$ cat config.mk
export PLATFORM = sky130hd
export DESIGN_NAME = if_fetch_ctrl
export DESIGN_NICKNAME = d
export VERILOG_FILES = /design/src/rtl/if_fetch_ctrl.sv
export SDC_FILE = /design/constraint.sdc
export NUM_CORES = 1
export LEC_CHECK = 0
export BUFFER_PORTS_ARGS = -buffer_cell sky130_fd_sc_hd__buf_2
export CORE_MARGIN = 5
export CORE_UTILIZATION = 35
export CTS_CLUSTER_DIAMETER = 100
export DETAILED_ROUTE_END_ITERATION = 8
export SLEW_MARGIN = 20
export SYNTH_ARGS = -nofsm -noshare
export SYNTH_HDL_FRONTEND = slang
export SYNTH_SLANG_ARGS = --single-unit
export TNS_END_PERCENT = 5
$ cat constraint.sdc
create_clock -name clk -period 2.12 [get_ports clk]
set_input_delay 0.53 -clock clk [delete_from_list [all_inputs] [get_ports clk]]
set_output_delay 0.53 -clock clk [all_outputs]
set_load 0.1 [all_outputs]
$ cat src/rtl/if_fetch_ctrl.sv
// Instruction-fetch controller: issues one bus read at a time, buffers the returned word for ID,
// and drops data belonging to a fetch that was redirected by a flush while in flight.
module if_fetch_ctrl #(
  parameter logic [31:0] NOP_INST = 32'h0000_0000
) (
  input  logic        clk,
  input  logic        rst,
  input  logic [31:0] pc,
  input  logic        pc_exp,
  input  logic        stall,
  input  logic        flush,
  output logic        inst_req,
  output logic [31:0] inst_addr,
  input  logic        inst_addr_ok,
  input  logic        inst_data_ok,
  input  logic [31:0] inst_rdata,
  output logic        inst_valid,
  output logic [31:0] inst_out,
  output logic        fetch_stall
);

  typedef enum logic [1:0] {StIdle, StReq, StWaitData, StHold} state_e;

  state_e      state_q, state_d;
  logic        discard_q, discard_d;
  logic [31:0] buf_q, buf_d;
  logic [31:0] pend_q, pend_d;

  always_ff @(posedge clk) begin
    if (rst) begin
      state_q   <= StIdle;
      discard_q <= 1'b0;
      buf_q     <= NOP_INST;
      pend_q    <= 32'h0;
    end else begin
      state_q   <= state_d;
      discard_q <= discard_d;
      buf_q     <= buf_d;
      pend_q    <= pend_d;
    end
  end

  always_comb begin
    state_d   = state_q;
    discard_d = discard_q;
    buf_d     = buf_q;
    pend_d    = pend_q;
    case (state_q)
      StIdle: state_d = StReq;
      StReq: begin
        if (pc_exp) begin
          state_d = StHold;
          buf_d   = NOP_INST;
        end else if (inst_addr_ok) begin
          // A flush in the accept cycle means the returning word is already stale.
          state_d   = StWaitData;
          pend_d    = pc;
          discard_d = flush;
        end
      end
      StWaitData: begin
        if (inst_data_ok) begin
          if (discard_q || flush) begin
            discard_d = 1'b0;
            state_d   = StReq;
          end else begin
            buf_d   = inst_rdata;
            state_d = StHold;
          end
        end else if (flush) begin
          discard_d = 1'b1;
        end
      end
      StHold: begin
        if (!stall || flush) state_d = StReq;
      end
      default: state_d = StIdle;
    endcase
  end

  // Outputs are forced while rst is high so they are defined before the first reset edge.
  always_comb begin
    inst_req    = 1'b0;
    inst_addr   = 32'h0;
    inst_valid  = 1'b0;
    fetch_stall = 1'b1;
    inst_out    = buf_q;
    if (rst) begin
      inst_out = NOP_INST;
    end else begin
      case (state_q)
        StReq: begin
          inst_req  = ~pc_exp;
          inst_addr = pc;
        end
        StWaitData: inst_addr = pend_q;
        StHold: begin
          inst_valid  = 1'b1;
          fetch_stall = 1'b0;
        end
        default: ;
      endcase
    end
  end

endmodule

# After elaboration in Yosys (flattened, before gate mapping)
# Cells that the tools add are included.
# W data, S select, Z words.
[classes]
add_sub_neg = 0
multipliers = 0
div_mod_pow = 0
n_lt_le_gt_ge = 0
n_eq_ne = 12
shift = 0
n_mux = 25
n_bitwise = 1
n_reduce_logical = 9
[ops]
columns = ["op", "n"]
rows = [
  ["$mux W32", 5],
  ["$pmux W32 S2", 2],
  ["$ne A2 B2 Y1 const B", 6],
  ["$mux W1", 11],
  ["$mux W2", 5],
  ["$ne A3 B3 Y1 const B", 3],
  ["$pmux W2 S4", 1],
  ["$reduce_and A3 Y1", 2],
  ["$reduce_and A5 Y1", 1],
  ["$eq A2 B2 Y1 const B", 2],
  ["$reduce_and A4 Y1", 1],
  ["$eq A2 B1 Y1 const B", 1],
  ["$logic_not A2 Y1", 1],
  ["$logic_or A1 B1 Y1", 2],
  ["$pmux W1 S2", 1],
  ["$reduce_bool A2 Y1", 1],
  ["$logic_not A1 Y1", 1],
  ["$not A1 Y1", 1],
]
[word_totals]
regBits = 67
latch_bits = 0
mem_bits_rw = 0
rom_bits = 0
output_inout_bits = 67
elab_cells = 51
n_memories = 0

# Depth between registers and ports, before layout
[logic_depth]
ltp_word = 4
ltp_mapped = 7

# Worst setup path after synthesis
# Ideal clock, no wire load.
[synth_path]
path_kind = "reg-to-output"
from = "reg state_q[0]"
to = "out inst_addr[10]"
arrival_ns = 2.587
required_ns = 1.590
slack_ns = -0.997
stages_incl_launch_ff = 7
path_buffers = 2
cell_sequence = "dfxtp_1 -> inv_1 -> ha_1 -> or2_2 -> clkbuf_1 -> buf_2 -> nor2_1"
[synth_between]
elab_chain_cells = 3
word_cells_on_any_way = 4
classes_between = "eq/ne (2); mux (2)"
[synth_rtl]
columns = ["item", "line", "source"]
rows = [
  ["start, declared", "24", "state_e state_q, state_d;"],
  ["start signal, assigned", "31", "state_q <= StIdle;"],
  ["start signal, assigned", "36", "state_q <= state_d;"],
  ["$eq A2 B2 Y1 / $eq A2 B1 Y1 (equally long branches)", "91", "case (state_q)"],
  ["$pmux W32 S2 *", "91", ""],
  ["$mux W32 *", "88", "if (rst) begin"],
  ["end, declared", "13", "output logic [31:0] inst_addr,"],
]
# Mark *: on every way between the ends. The rest lies on a longest branch, timed or not.

# Worst setup path in the final report
[layout_path]
from = "reg state_q[0]"
to = "out inst_addr[28]"
# Same word-level chain as after synthesis.

==> impl_metrics.py <==
metrics = {
    "sta": {
        "hold-worst-slack_ns": 0.447,
        "slew_headroom": 0.770,
        "rsz0062_at_grt": "yes",
        "fin_crit_sh": 1.07,
        "fin_ws_ns": -0.144,
        "final_max_slew_viol_count": 0,
        "tightest_slew_ns": 0.346,
        "tns_ns": -3.93,
        "hold_viol_final": 0,
        "min_period_ns": 2.26,
        "finalClockSkew_ns": 0.0100,
        "fmax_mhz": 442,
        "finalSetupViolations": 33,
    },
    "finish": {
        "multi_input_comb_area_sq_um": 2330,
        "ff_latch_area_sq_um": 1350,
        "final_cells": 665,
        "diodes": 0,
        "fill_cells": 815,
        "area_delta_synth_final_pct": 75.2,
        "drive_gt1_frac": 0.526,
        "fin_util": 0.622,
        "fin_area_sq_um": 5990,
        "finalNetCount": 603,
    },
    "grt": {
        "grt_max_degree": 33,
        "grt_use_total": 0.162,
        "overflow": 0,
        "antenna_found_initial": 0,
        "grt_pass1_wl_mm": 15.4,
        "grt_pass1_vias": 3256,
    },
    "floorplanning": {
        "io_pins": 138,
        "dieWidth_um": 109,
        "placementRows": 36,
        "core-area_sq_um": 9640,
        "die_area_sq_um": 11900,
        "start_util": 0.355,
        "die_y_um": 109,
    },
    "critical_path": {
        "critPathLaunchType": "flop",
        "cp.required_ns": 1.59,
        "crit_path_frequent_cell": "buf_12",
        "slowest_stage": "dfxtp_2",
        "endpoint_kind": "primary output",
        "r2r.worst_path.cells": 6,
        "max_stage_delay_ns": 0.35,
        "path_cells": "inv_2 -> ha_4 -> or2_4 -> buf_12 -> nor2_4 -> buf_12",
        "path_class": "reg -> out",
        "worstPathMaxFanout": 14,
        "crit_arrival_ns": 1.73,
    },
    "synth": {
        "syn-cell-area_sq_um": 3420,
        "muxShareOfSynthArea": 0.141,
        "async_flop_share": 0,
        "synth_fa_ha_area_frac": 0.0183,
        "yosys.area_share.simple": 0.254,
        "synth-seq-cells": 67,
        "synth_compound_area_frac": 0.143,
        "ys_seq_area_frac": 0.392,
        "yosys_warnings": 0,
        "synth_xor_area_frac": 0,
        "synthCells": 392,
        "synth_edf_count": 0,
        "synth_top_family_by_area": "simple AND/OR/NAND/NOR gates",
        "synth.avg_cell_area_sq_um": 8.73,
        "synth_nets": 468,
        "ys_types": 33,
        "ys_dominant_reg_cell": "dfxtp_1",
    },
    "min_path": {
        "worstHoldPathCells": 3,
        "hold_class": "in -> reg",
    },
    "placement": {
        "hpwl_mm": 6.97,
        "port_buffers": 137,
        "dpl_cell_area_sq_um": 5580,
        "place_inst": 647,
        "place_congestion": 0.748,
    },
    "cts": {
        "cts_buffer_depth": 2,
        "clk_pin_slew_ns": 0.08,
        "clock_latency_ns": 0.34,
        "cts_tree": "yes",
        "cts_made_buffers": 9,
        "cts.sinks": 67,
        "htree_levels": 3,
        "hold_buffers": 0,
        "cts-root-buf": "clkbuf_8",
    },
    "power_and_ir_drop": {
        "irDropWorstVdd_mv": 0.358,
        "power_leakage_nw": 2.32,
        "power_density_nw_per_um2": 748,
    },
    "run_status": {
        "outcome": "finished, violations left",
        "violations": "negative setup slack",
    },
    "job": {
        "max_cap_viol_count": 0,
    },
    "detailed_routing": {
        "wl_per_cell_um": 14.5,
        "drc": 0,
        "wl_mm": 9.64,
        "drt_iter0_markers": 39,
        "ant_nets": 0,
        "dr.pass1.iters": 4,
        "via_per_inst": 4.77,
        "vias": 3175,
    },
}
-- path summary, 6_finish.rpt --
path | to | startpoint | slack, ns
worst min-delay path | pend_q[0] | pc[0] | 0.45
worst max register to register | buf_q[15] | state_q[1] | 0.29
worst min register to register | pend_q[11] | pend_q[11] | 0.46
worst max-delay path | inst_addr[28] | state_q[0] | -0.14
-- cells in the mapped netlist (2+ instances only) --
master | instances | share of area
a21oi_1 | 34 | 0.050
a22oi_1 | 32 | 0.070
and2_1 | 32 | 0.059
buf_1 | 2 | 0.0022
buf_2 | 8 | 0.012
buf_6 | 3 | 0.0099
clkbuf_1 | 18 | 0.020
dfxtp_1 | 67 | 0.39
ha_1 | 5 | 0.018
inv_1 | 5 | 0.0055
mux2_2 | 2 | 0.0066
mux2_4 | 30 | 0.13
nand2_1 | 64 | 0.070
nand2b_1 | 4 | 0.0073
nand2b_2 | 2 | 0.0051
nand3b_1 | 2 | 0.0044
nor2_1 | 34 | 0.037
nor2b_1 | 33 | 0.060
-- layout by cell type (no fill, tap or decap), types with 3 or more instances in the layout --
cell type / netlist / routed
nor2_4: 0 / 32
clkbuf_8: 0 / 10
buf_4: 1 / 10
a22oi_2: 0 / 32
inv_1: 5 / 4
a21oi_1: 34 / 34
buf_2: 8 / 70
and2_1: 32 / 32
nand2b_2: 2 / 3
buf_12: 0 / 73
nor2b_1: 33 / 33
nand2b_1: 4 / 3
dfxtp_1: 67 / 65
mux2_4: 30 / 30
nand2_1: 64 / 64
clkinv_2: 0 / 3
ha_1: 5 / 3
-- state kept, by name (all words and copies together) (netlist names) --
signal     count
pend_q        32
state_q        2
buf_q         32
discard_q      1
-- what timing repair did --
action | in CTS | in global routing
setup endpoints to repair | 33 | 33
gates cloned | 0 | 1
pin swaps | 7 | 14
gates resized for setup | 18 | 22
endpoints found under the hold margin | 0 | 0
buffers inserted | 1 | 0
-- stage by stage --
step | worst slack, ns | power (mW)
2_1_floorplan | -0.504 | 2.73
6_report | -0.144 | 4.48
3_5_place_dp | 0.0827 | 3.29
3_3_place_gp | 0.0924 | 3.28
4_1_cts | -0.161 | 4.42
5_1_grt | -0.192 | 4.69
-- kinds of logic after synthesis --
| group | Yosys count |
|---|---|
| adders and majority gates | 5 |
| AOI/OAI and AO/OA | 74 |
| DFF | 67 |
| and+or+nand+nor | 176 |
| buffers and inverters | 37 |
| muxes | 33 |
-- per-layer routing --
layer	routed length, um	GRT usage	part of all wire
met5	0	0	0
met4	157	0.0559	0.016
met3	1030	0.0675	0.11
met2	4510	0.264	0.47
met1	3950	0.192	0.41
-- worst max-delay path: cells and delay by family (launching register included) --
kind,cells,cell delay (ns)
fa+ha+maj,1,0.22
buf+inv,3,0.42
flops,1,0.35
simple gates,2,0.41
-- power by group --
part / internal [mW] / leakage (nW) / switching [mW] / total (mW)
logic: 0.853 / 1.68 / 1.23 / 2.08
clock network: 0.570 / 0.0991 / 0.470 / 1.04
registers: 1.32 / 0.543 / 0.0398 / 1.36
-- layout make-up --
cell class                      count  area share
Timing Repair Buffer              156       0.324
Tap cell                          133      0.0278
Clock inverter                      5     0.00877
Multi-Input combinational cell    288       0.388
Clock buffer                       11      0.0236
Inverter                            5     0.00313
Sequential cell                    67       0.225
Power figures use the tool's default switching activity.
